--- config.mk ---
export PLATFORM = sky130hd
export DESIGN_NAME = uart_fake_tx
export DESIGN_NICKNAME = d
export VERILOG_FILES = /design/src/rtl/uart_pkg.sv /design/src/rtl/baud_tick_gen.sv /design/src/rtl/uart_fake_tx.sv
export SDC_FILE = /design/constraint.sdc
export NUM_CORES = 1
export LEC_CHECK = 0
export ABC_AREA = 1
export CORE_ASPECT_RATIO = 0.75
export CORE_UTILIZATION = 57
export CTS_CLUSTER_DIAMETER = 60
export DETAILED_ROUTE_END_ITERATION = 8
export GPL_TIMING_DRIVEN = 0
export PLACE_DENSITY = 0.82
export SYNTH_ARGS = -nofsm -noshare
export SYNTH_HDL_FRONTEND = slang
export SYNTH_SLANG_ARGS = --single-unit
--- constraint.sdc ---
create_clock -name sys_clk -period 3 [get_ports sys_clk]
set_input_delay 0.6 -clock sys_clk [delete_from_list [all_inputs] [get_ports sys_clk]]
set_output_delay 0.6 -clock sys_clk [all_outputs]
set_load 0.01 [all_outputs]
--- src/rtl/uart_pkg.sv ---
// Shared UART definitions: transmit state encoding, idle line level and even parity.
package uart_pkg;

    typedef enum logic [2:0] {
        ST_IDLE   = 3'd0,
        ST_START  = 3'd1,
        ST_DATA   = 3'd2,
        ST_PARITY = 3'd3,
        ST_STOP   = 3'd4,
        ST_HOLD   = 3'd5
    } tx_state_t;

    localparam logic LINE_IDLE = 1'b1;

    // Callers zero-extend their data word; zero bits do not change the parity.
    function automatic logic even_parity(input logic [31:0] d);
        return ^d;
    endfunction

endpackage

--- src/rtl/baud_tick_gen.sv ---
// Bit-period counter: counts 0..CLKS_PER_BIT-1 and wraps, with a one-cycle tick
// in the last cycle of each period. Shared with the receive stage.
module baud_tick_gen #(
    parameter int CLKS_PER_BIT = 104
) (
    input  logic sys_clk,
    input  logic rst,
    input  logic clr,
    output logic tick
);
    localparam int CW = $clog2(CLKS_PER_BIT);

    logic [CW-1:0] cnt;

    assign tick = (cnt == CW'(CLKS_PER_BIT - 1));

    always_ff @(posedge sys_clk) begin
        if (rst || clr)
            cnt <= '0;
        else if (tick)
            cnt <= '0;
        else
            cnt <= cnt + CW'(1);
    end

endmodule

--- src/rtl/uart_fake_tx.sv ---
// Fake-interface UART transmitter fed by the MITM logic.
// Define UART_FAKE_TX_PARITY_EN to insert an even-parity bit before the stop bits.
module uart_fake_tx
    import uart_pkg::*;
#(
    parameter int NUM_DATA_BITS = 8,
    parameter int CLKS_PER_BIT  = 104,
    parameter int NUM_STOP_BITS = 1
) (
    input  logic                     sys_clk,
    input  logic                     rst,
    input  logic                     send_start,
    input  logic [NUM_DATA_BITS-1:0] send_data,
    input  logic                     keep_alive,
    output logic                     send_ready,
    output logic                     send_done,
    output logic                     tx_out,
    output logic                     tx_active
);
    localparam int BW = $clog2(NUM_DATA_BITS + 1);

    tx_state_t                state, state_nxt;
    logic [NUM_DATA_BITS-1:0] shift;
    logic [BW-1:0]            bit_cnt;
    logic                     done_q;
    logic                     rdy_en;
    logic                     tick;
    logic                     accept;
    logic                     data_last;
    logic                     stop_end;
`ifdef UART_FAKE_TX_PARITY_EN
    logic                     par_q;
`endif

    // rdy_en keeps send_ready low through reset and for the reset cycle itself.
    assign send_ready = rdy_en && (state == ST_IDLE || state == ST_HOLD);
    assign accept     = send_ready && send_start;
    assign data_last  = (bit_cnt == BW'(NUM_DATA_BITS - 1));
    assign stop_end   = (state == ST_STOP) && tick && (bit_cnt == BW'(NUM_STOP_BITS - 1));
    assign send_done  = done_q;

    baud_tick_gen #(.CLKS_PER_BIT(CLKS_PER_BIT)) u_baud (
        .sys_clk (sys_clk),
        .rst     (rst),
        .clr     (accept),
        .tick    (tick)
    );

    always_ff @(posedge sys_clk) begin
        if (rst)
            state <= ST_IDLE;
        else
            state <= state_nxt;
    end

    always_comb begin
        state_nxt = state;
        case (state)
            ST_IDLE:  if (accept) state_nxt = ST_START;
            ST_START: if (tick) state_nxt = ST_DATA;
            ST_DATA:
                if (tick && data_last) begin
`ifdef UART_FAKE_TX_PARITY_EN
                    state_nxt = ST_PARITY;
`else
                    state_nxt = ST_STOP;
`endif
                end
`ifdef UART_FAKE_TX_PARITY_EN
            ST_PARITY: if (tick) state_nxt = ST_STOP;
`endif
            ST_STOP:
                if (stop_end) state_nxt = keep_alive ? ST_HOLD : ST_IDLE;
            ST_HOLD:
                if (accept)
                    state_nxt = ST_START;
                else if (!keep_alive)
                    state_nxt = ST_IDLE;
            default: state_nxt = ST_IDLE;
        endcase
    end

    always_comb begin
        tx_out = LINE_IDLE;
        case (state)
            ST_START:  tx_out = 1'b0;
            ST_DATA:   tx_out = shift[0];
`ifdef UART_FAKE_TX_PARITY_EN
            ST_PARITY: tx_out = par_q;
`endif
            default:   tx_out = LINE_IDLE;
        endcase
        // done_q stretches tx_active over the done cycle when the FSM is already back in IDLE.
        tx_active = (state != ST_IDLE) || done_q;
    end

    always_ff @(posedge sys_clk) begin
        if (rst) begin
            rdy_en  <= 1'b0;
            done_q  <= 1'b0;
            shift   <= '0;
            bit_cnt <= '0;
        end else begin
            rdy_en <= 1'b1;
            done_q <= stop_end;
            if (accept) begin
                shift   <= send_data;
                bit_cnt <= '0;
            end else if (tick) begin
                if (state == ST_DATA) begin
                    shift   <= shift >> 1;
                    bit_cnt <= data_last ? '0 : bit_cnt + BW'(1);
                end else if (state == ST_STOP) begin
                    bit_cnt <= bit_cnt + BW'(1);
                end
            end
        end
    end

`ifdef UART_FAKE_TX_PARITY_EN
    always_ff @(posedge sys_clk) begin
        if (rst)
            par_q <= 1'b0;
        else if (accept)
            par_q <= even_parity(32'(send_data));
    end
`endif

endmodule

==> results of run 1 <==
## layer usage
| layer | track usage, % | share of wire, % | vias up |
|---|---|---|---|
| met4 | 12.0 | 2.2 | 0 |
| met1 | 26.4 | 48 | 483 |
| met3 | 5.86 | 3.8 | 8 |
| met5 | 0 | 0 | - |
| li1 | - | - | 572 |
| met2 | 37.6 | 46 | 27 |
## state kept, by name, indices dropped and copies added (netlist names)
name / count
bit_cnt: 4
rdy_en: 1
send_done: 1
shift: 8
state: 3
u_baud.cnt: 7
## worst max-delay path by stage
stage / to / cells after the start / slack (ns) / from
2_1_floorplan: send_ready / 3 / 1.53 / state[1]
3_3_place_gp: tx_active / 4 / 1.05 / state[1]
3_5_place_dp: tx_out / 4 / 1.02 / state[2]
4_1_cts: tx_out / 4 / 0.65 / state[2]
5_1_grt: tx_out / 4 / 0.50 / state[2]
6_report: tx_out / 4 / 0.62 / state[2]
## report_power, final
group | switching, mW | internal, mW
Sequential | 0.0295 | 0.350
Combinational | 0.173 | 0.125
Clock | 0.0967 | 0.135
## Yosys cell counts (all sizes together), types with 3 or more instances
master / n
nor3b: 3
nor2: 18
nand3: 10
xor2: 3
nand4: 4
ha: 3
nand2: 54
o21ai: 5
inv: 22
nor3: 3
a31oi: 6
a21oi: 7
dfxtp: 24
## critical path, cell delays in order, from the launching register on
cell             delay [ns]
dfxtp_1                0.39
inv_2                  0.13
nand3_2                0.14
o21ai_0                0.23
clkdlybuf4s50_1        0.58
## through the flow
step / power [mW] / worst slack [ns]
floorplan: 0.589 / 1.53
global placement: 0.667 / 1.05
detailed placement: 0.682 / 1.02
CTS: 0.913 / 0.654
global route: 0.960 / 0.503
finish: 0.910 / 0.623
## cell type report
class	instances	share of cell area, %
multi-input cells	120	45.1
plain buffers	1	0.261
clock buffers	3	1.57
repair buffers	14	9.74
inverters	22	5.74
well taps	24	2.09
clock inverters	1	2.09
flip-flops and latches	24	33.4
## cells by family after synthesis
family / Yosys count / synth area share, %
and+or+nand+nor: 94 / 38.6
AOI/OAI and AO/OA: 20 / 9.57
DFF: 24 / 39.5
adders and majority gates: 3 / 3.09
xor gates and xnor gates: 3 / 2.16
buffers and inverters: 23 / 7.10
==> results.py, run 1 <==
metrics = {
    "outcome": {
        "outcome": "finished, final reports clean",
    },
    "clock_tree": {
        "cts-htree-levels": 1,
        "clkLatencyLatePin_ns": 0.31,
        "ctsHoldBuffers": 0,
        "path_clk_slew_ns": 0.13,
        "root_buffer": "clkbuf_4",
        "cts_resized": 0,
        "max-clock-path-buffers": 2,
        "cts.sinks": 24,
        "postCtsSetupRepairBufs": 0,
        "numCtsBuffers": 3,
        "cts_tree": "yes",
    },
    "cells_and_area": {
        "drive_above_1_share_pct": 14.6,
        "antennaDiodeCount": 0,
        "fin_util_pct": 71.4,
        "multi_input_area_um2": 649,
        "final_cell_mix": "nand2_1, dfxtp_1, nor2_1",
        "final_common_cell": "nand2_1",
        "area_delta_synth_final_pct": 18.3,
        "fillers": 173,
        "final_cell_count_no_fill": 209,
        "layout.nets": 201,
        "fin_area_um2": 1440,
        "regArea_um2": 480,
    },
    "detailed_routing": {
        "drt_first_iter_violations": 25,
        "dr.pass1.iters": 4,
        "ant_nets": 0,
        "finalWirelength_um": 2380,
        "wire_per_inst_um": 11.4,
        "dr_total_vias": 1090,
        "drcViolationCount": 0,
        "via_per_inst": 5.22,
    },
    "critical_path": {
        "r2r_start": "u_baud.cnt[0]",
        "worstReg2RegEnd": "shift[5]",
        "critPathKind": "reg2out",
        "worstRegToRegCells": 7,
        "cp_max_fo": 5,
        "crit_arrival_ns": 1.78,
        "regToRegSetupSlack_ns": 1.45,
        "worst_setup_path_start_kind": "register",
        "worstPathRequired_ns": 2.40,
        "end_kind": "primary output",
    },
    "yosys": {
        "synth_seq_cells": 24,
        "yosys.area.top_type": "dfxtp_1",
        "netlist_area_um2": 1220,
        "yosysSeqAreaShare_pct": 39.5,
        "synth-async-reset-ratio_pct": 0,
        "synth_nets": 182,
        "yosys-top-cells-area": "dfxtp_1, nand2_1, nor2_1",
        "yosysWarnings": 0,
        "ys_types": 28,
        "synth.avg_cell_area_um2": 7.28,
        "synthCells": 167,
        "synth_top_area_share_pct": 39.5,
        "ys.flop_type": "dfxtp_1",
        "synth_edf_count": 0,
    },
    "pwr": {
        "leakagePower_nw": 0.614,
        "powerDensity_nw_per_um2": 632,
        "peakVddDrop_mv": 0.548,
    },
    "floorplan": {
        "core_area_um2": 2010,
        "initial_core_util_pct": 60.4,
        "floorplan.io_pins": 16,
        "die_w_um": 55.3,
        "die_area_um2": 2320,
        "die_h_um": 42,
        "rows": 14,
    },
    "place": {
        "place.detailed.hpwl_um": 1850,
        "gp_congestion": 0.836,
        "placed_area_um2": 1390,
        "place_inst": 205,
        "numPortBuffers": 14,
    },
    "sta": {
        "holdWs_ns": 0.460,
        "max_slew_margin_pct": 70.6,
        "setup_violations": 0,
        "finalMaxSlewViolations": 0,
        "fmax_mhz": 421,
        "rsz0062_at_grt": "no",
        "fin_crit_sh_pct": 79.2,
        "period_needed_ns": 2.38,
        "final_hold_viol_count": 0,
        "fin_skew_ns": 0.00160,
        "finalSetupTns_ns": 0,
        "worstMarginPinSlew_ns": 0.441,
    },
    "worst_hold_path": {
        "min_to": "u_baud.cnt[0]",
        "hp-class": "reg2reg",
        "holdPathStages": 1,
        "hold_start": "u_baud.cnt[0]",
    },
    "global_route": {
        "grt_pass1_wl_um": 4080,
        "grt_max_degree": 15,
        "antenna_found_initial": 0,
        "grt.total_usage_pct": 22.4,
        "grt_pass1_vias": 1017,
        "grt_overflow": 0,
    },
    "flow_run": {
        "cap_violations": 0,
    },
}
(Power assumes the default switching activity.)
==> run 2, diff against run 1 <==
CORE_UTILIZATION = 48   (was 57)
PLACE_DENSITY = 0.74   (was 0.82)
clock period = 2.04 ns   (was 3 ns; I/O delays follow)
==> run 2 against run 1 <==
Net effect: flip-flop and latch count unchanged; setup slack lost 0.44 ns; sequential power grew 48%; via count fell by 1.7%; die area is 18% higher; clock power rose by 6%; final cell count grew 4.8%; critical path depth did not move; clock skew up 0.0036 ns; global-route usage down 3.0 points; largest power group unchanged; highest routed layer unchanged.
==> results.py, run 2 (same netlist as run 1, synthesis figures left out) <==
metrics = {
    "pwr": {
        "leakagePower_nw": 0.614,
        "peakVddDrop_mv": 0.473,
        "powerDensity_nw_per_um2": 847,
    },
    "detailed_routing": {
        "via_per_inst": 4.89,
        "drcViolationCount": 0,
        "dr_total_vias": 1072,
        "drt_first_iter_violations": 64,
        "wire_per_inst_um": 10.5,
        "ant_nets": 0,
        "finalWirelength_um": 2300,
        "dr.pass1.iters": 4,
    },
    "critical_path": {
        "cp_max_fo": 5,
        "cp_slowest_cell": "dfxtp_2",
        "critPathKind": "reg2out",
        "worstPathRequired_ns": 1.63,
        "worst_setup_path_start_kind": "register",
        "end_kind": "primary output",
        "crit_family": "simple AND/OR/NAND/NOR gates",
        "crit_arrival_ns": 1.45,
        "slowest_delay_ns": 0.37,
        "path_cells": "nor2_2, nand2_2, or2_2, dlygate4sd2_1",
        "cp_num_buf_inv": 1,
    },
    "clock_tree": {
        "cts.sinks": 24,
        "root_buffer": "clkbuf_4",
        "postCtsSetupRepairBufs": 0,
        "clkLatencyLatePin_ns": 0.31,
        "cts_tree": "yes",
        "numCtsBuffers": 3,
        "path_clk_slew_ns": 0.13,
        "max-clock-path-buffers": 2,
        "cts-htree-levels": 1,
    },
    "floorplan": {
        "die_w_um": 60.1,
        "die_area_um2": 2740,
        "die_h_um": 45.6,
        "core_area_um2": 2350,
        "initial_core_util_pct": 51.8,
        "floorplan.io_pins": 16,
        "rows": 15,
    },
    "place": {
        "numPortBuffers": 14,
        "gp_congestion": 0.848,
        "place.detailed.hpwl_um": 1780,
    },
    "worst_hold_path": {
        "hp-class": "reg2reg",
    },
    "cells_and_area": {
        "layout.nets": 201,
        "final_cell_mix": "nand2_1, dfxtp_1, inv_1, nor2_1, clkdlybuf4s50_1",
        "antennaDiodeCount": 0,
        "regArea_um2": 484,
        "largest_register_ffs": 8,
        "multi_input_area_um2": 652,
        "largest_register": "shift",
        "drive_above_1_share_pct": 16.8,
        "fin_util_pct": 61.3,
        "area_delta_synth_final_pct": 18.2,
        "fillers": 226,
        "biggestRegsByFlops": "shift (8), u_baud.cnt (7), bit_cnt (4)",
        "final_common_cell": "nand2_1",
    },
    "sta": {
        "fin_crit_sh_pct": 91.2,
        "fin_skew_ns": 0.00522,
        "rsz0062_at_grt": "no",
        "final_hold_viol_count": 0,
        "max_slew_margin_pct": 71.5,
        "fmax_mhz": 538,
        "finalSetupTns_ns": 0,
        "period_needed_ns": 1.86,
        "finalMaxSlewViolations": 0,
        "worstMarginPinSlew_ns": 0.428,
        "setup_violations": 0,
    },
    "global_route": {
        "grt_max_degree": 14,
        "grt_pass1_vias": 971,
        "antenna_found_initial": 0,
        "grt_pass1_wl_um": 3910,
        "grt.total_usage_pct": 19.4,
        "grt_overflow": 0,
    },
    "flow_run": {
        "cap_violations": 0,
    },
    "outcome": {
        "outcome": "finished, final reports clean",
    },
}
-- run 2: cell count changes in the layout (fill, tap and decap cells not counted) --
cell	delta
dlygate4sd2_1	+3
dfxtp_2	+3
nor2_1	-1
dfxtp_1	-3
o21ai_0	-1
clkdlybuf4s50_1	-3
o21ai_1	+1
nor2_2	+1
clkbuf_8	+1
bufinv_16	-1
-- run 2: path summary, 6_finish.rpt --
check | startpoint | cells after the start | slack, ns | endpoint
hold reg to reg | u_baud.cnt[0] | 1 | 0.46 | u_baud.cnt[0]
setup / recovery | state[1] | 4 | 0.18 | tx_active
hold / removal | u_baud.cnt[0] | 1 | 0.46 | u_baud.cnt[0]
setup reg to reg | u_baud.cnt[0] | 9 | 0.50 | shift[0]
-- run 2: final cells by class --
class	instances	share of cell area, %
clock buffers	4	2.52
flip-flops and latches	24	33.7
plain buffers	1	0.261
multi-input cells	120	45.3
inverters	22	5.74
well taps	34	2.96
repair buffers	14	9.49
-- run 2: repair_timing --
item,4_1_cts,5_1_grt
hold buffers,0,0
resized for setup,8,0
setup endpoints to repair,3,0
hold endpoints to repair,0,0
-- run 2: routing by layer --
metal,wire length (um),up-vias,track usage [%]
li1,-,572,-
met1,1170,480,24.5
met4,14,0,5.12
met2,1040,18,32.1
met5,0,-,0
met3,78,2,5.97
-- run 2: worst register-to-register path: stages, from the launching register on --
cell	delay (ns)
dfxtp_1	0.37
ha_1	0.25
nand3_1	0.11
nor2_2	0.18
nand2_2	0.09
inv_1	0.21
nand2_1	0.09
nand2_1	0.08
o21ai_1	0.06
inv_1	0.06
-- run 2: stage by stage --
step           worst slack [ns]  area, um2  instances  total power, mW  hold WS (ns)
5_1_grt                   0.110       1440        219             1.32         0.486
6_report                  0.180       1440        219             1.22         0.458
3_3_place_gp              0.283       1400        215            0.984         0.429
2_1_floorplan             0.718       1220        167            0.865         0.418
4_1_cts                   0.163       1440        219             1.23         0.459
3_5_place_dp              0.260       1400        215            0.993         0.441
-- run 2: where the power goes --
part	internal, mW	leakage, nW	switching, mW	total [mW]
Combinational	0.167	0.396	0.243	0.410
Clock	0.109	0.0210	0.137	0.246
Sequential	0.518	0.197	0.0433	0.562
==> run 3, diff against run 2 <==
CORE_MARGIN = 4   (was not set)
==> run 3 against run 2 <==
Net effect: hold slack improved by 0.0056 ns; count of clock-buffer cells in the layout fell by 1; flip-flop and latch count did not move; largest power group unchanged; non-clock buffer count did not move; combinational power rose by 3%; critical path depth did not move; die area rose by 24%; core utilization rose by 0.15 points; sequential share of layout area fell by 0.43 points; fmax fell by 4.7%; global-route usage fell by 2.8 points; clock skew rose by 0.00055 ns.
==> results.py, run 3 (same netlist as run 1, synthesis figures left out) <==
metrics = {
    "outcome": {
        "outcome": "finished, final reports clean",
    },
    "floorplan": {
        "die_h_um": 51.6,
        "die_w_um": 66.1,
        "floorplan.io_pins": 16,
        "die_area_um2": 3410,
        "initial_core_util_pct": 51.4,
        "rows": 15,
        "core_area_um2": 2360,
    },
    "clock_tree": {
        "numCtsBuffers": 3,
        "root_buffer": "clkbuf_4",
        "cts-htree-levels": 1,
        "max-clock-path-buffers": 2,
        "cts_tree": "yes",
        "ctsHoldBuffers": 0,
        "path_clk_slew_ns": 0.13,
        "postCtsSetupRepairBufs": 0,
        "clkLatencyLatePin_ns": 0.32,
        "cts.sinks": 24,
    },
    "detailed_routing": {
        "dr.pass1.iters": 4,
        "drt_first_iter_violations": 66,
        "dr_total_vias": 1113,
        "drcViolationCount": 0,
        "wire_per_inst_um": 11.5,
        "ant_nets": 0,
        "via_per_inst": 5.08,
        "finalWirelength_um": 2510,
    },
    "place": {
        "gp_congestion": 0.903,
        "numPortBuffers": 14,
        "place.detailed.hpwl_um": 1840,
    },
    "worst_hold_path": {
        "hold_start": "u_baud.cnt[0]",
        "holdPathStages": 1,
        "hp-class": "reg2reg",
        "min_to": "u_baud.cnt[0]",
    },
    "sta": {
        "finalMaxSlewViolations": 0,
        "final_hold_viol_count": 0,
        "period_needed_ns": 1.95,
        "worstMarginPinSlew_ns": 0.427,
        "fin_crit_sh_pct": 95.7,
        "finalSetupTns_ns": 0,
        "fmax_mhz": 512,
        "setup_violations": 0,
        "rsz0062_at_grt": "no",
        "fin_skew_ns": 0.00577,
        "max_slew_margin_pct": 71.6,
    },
    "critical_path": {
        "worst_setup_path_start_kind": "register",
        "critPathKind": "reg2out",
        "cp_max_fo": 5,
        "worstPathRequired_ns": 1.63,
        "worstReg2RegEnd": "bit_cnt[2]",
        "worstRegToRegCells": 8,
        "end_kind": "primary output",
        "r2r_start": "u_baud.cnt[0]",
        "regToRegSetupSlack_ns": 0.52,
        "crit_arrival_ns": 1.54,
    },
    "pwr": {
        "power.total_mw": 1.33,
        "leakagePower_nw": 0.620,
        "peakVddDrop_mv": 0.534,
        "powerDensity_nw_per_um2": 918,
    },
    "cells_and_area": {
        "largest_register_ffs": 8,
        "biggestRegsByFlops": "shift (8), u_baud.cnt (7), bit_cnt (4)",
        "final_cell_mix": "nand2_1, dfxtp_1, inv_1, nor2_1, clkdlybuf4s50_1",
        "layout.nets": 201,
        "antennaDiodeCount": 0,
        "largest_register": "shift",
        "area_delta_synth_final_pct": 19.4,
        "final_common_cell": "nand2_1",
        "drive_above_1_share_pct": 16.2,
    },
    "flow_run": {
        "cap_violations": 0,
    },
    "global_route": {
        "grt_overflow": 0,
        "grt_pass1_wl_um": 4330,
        "grt_max_degree": 15,
        "grt.total_usage_pct": 16.6,
        "antenna_found_initial": 0,
        "grt_pass1_vias": 1032,
    },
}
[run 3: cell type report]
type                    count  area (um2)
plain buffers               1        3.75
clock buffers               3        22.5
fillers                   235         912
repair buffers             14         136
clock inverters             1        30.0
flip-flops and latches     24         483
well taps                  34        42.5
multi-input cells         120         652
inverters                  22        82.6
[run 3: how the worst max path moves through the flow]
| stage | start | end | slack [ns] |
|---|---|---|---|
| final | state[1] | tx_active | 0.09 |
| after global routing | state[1] | tx_active | 0.03 |
| after CTS | state[1] | tx_active | 0.12 |
| after detailed placement | state[1] | tx_active | 0.26 |
| after global placement | state[1] | tx_active | 0.28 |
| after floorplan | u_baud.cnt[0] | state[1] | 0.72 |
[run 3: repair_timing]
| item | in CTS | in global routing |
|---|---|---|
| endpoints found under the hold margin | 0 | 0 |
| setup endpoints to repair | 3 | 0 |
| resized for setup | 6 | 0 |
[run 3: report_power, final]
group / switching (mW) / internal (mW) / total, mW
Combinational: 0.255 / 0.166 / 0.421
Clock: 0.148 / 0.199 / 0.347
Sequential: 0.0477 / 0.517 / 0.565
[run 3: through the flow]
step           cell area [um2]  instances  utilization, %  setup WS, ns  hold slack (ns)
4_1_cts                   1450        219            61.4         0.117            0.456
2_1_floorplan             1220        167               -         0.718            0.418
3_3_place_gp              1400        215            59.2         0.275            0.432
6_report                  1450        219            61.4        0.0885            0.463
3_5_place_dp              1400        215            59.2         0.256            0.451
5_1_grt                   1450        219            61.4        0.0305            0.483
[run 3: critical path: stages (launching register included)]
cell and delay [ns]:
dfxtp_2 0.39, nor2_2 0.17, nand2_2 0.10, or2_2 0.28, dlygate4sd2_1 0.29
[run 3: layer usage]
layer	track usage, %	wire, um	share of wire, %
met2	24.9	1080	43
met1	21.1	1180	47
met3	6.26	197	7.8
met4	7.09	53	2.1
met5	0	0	0
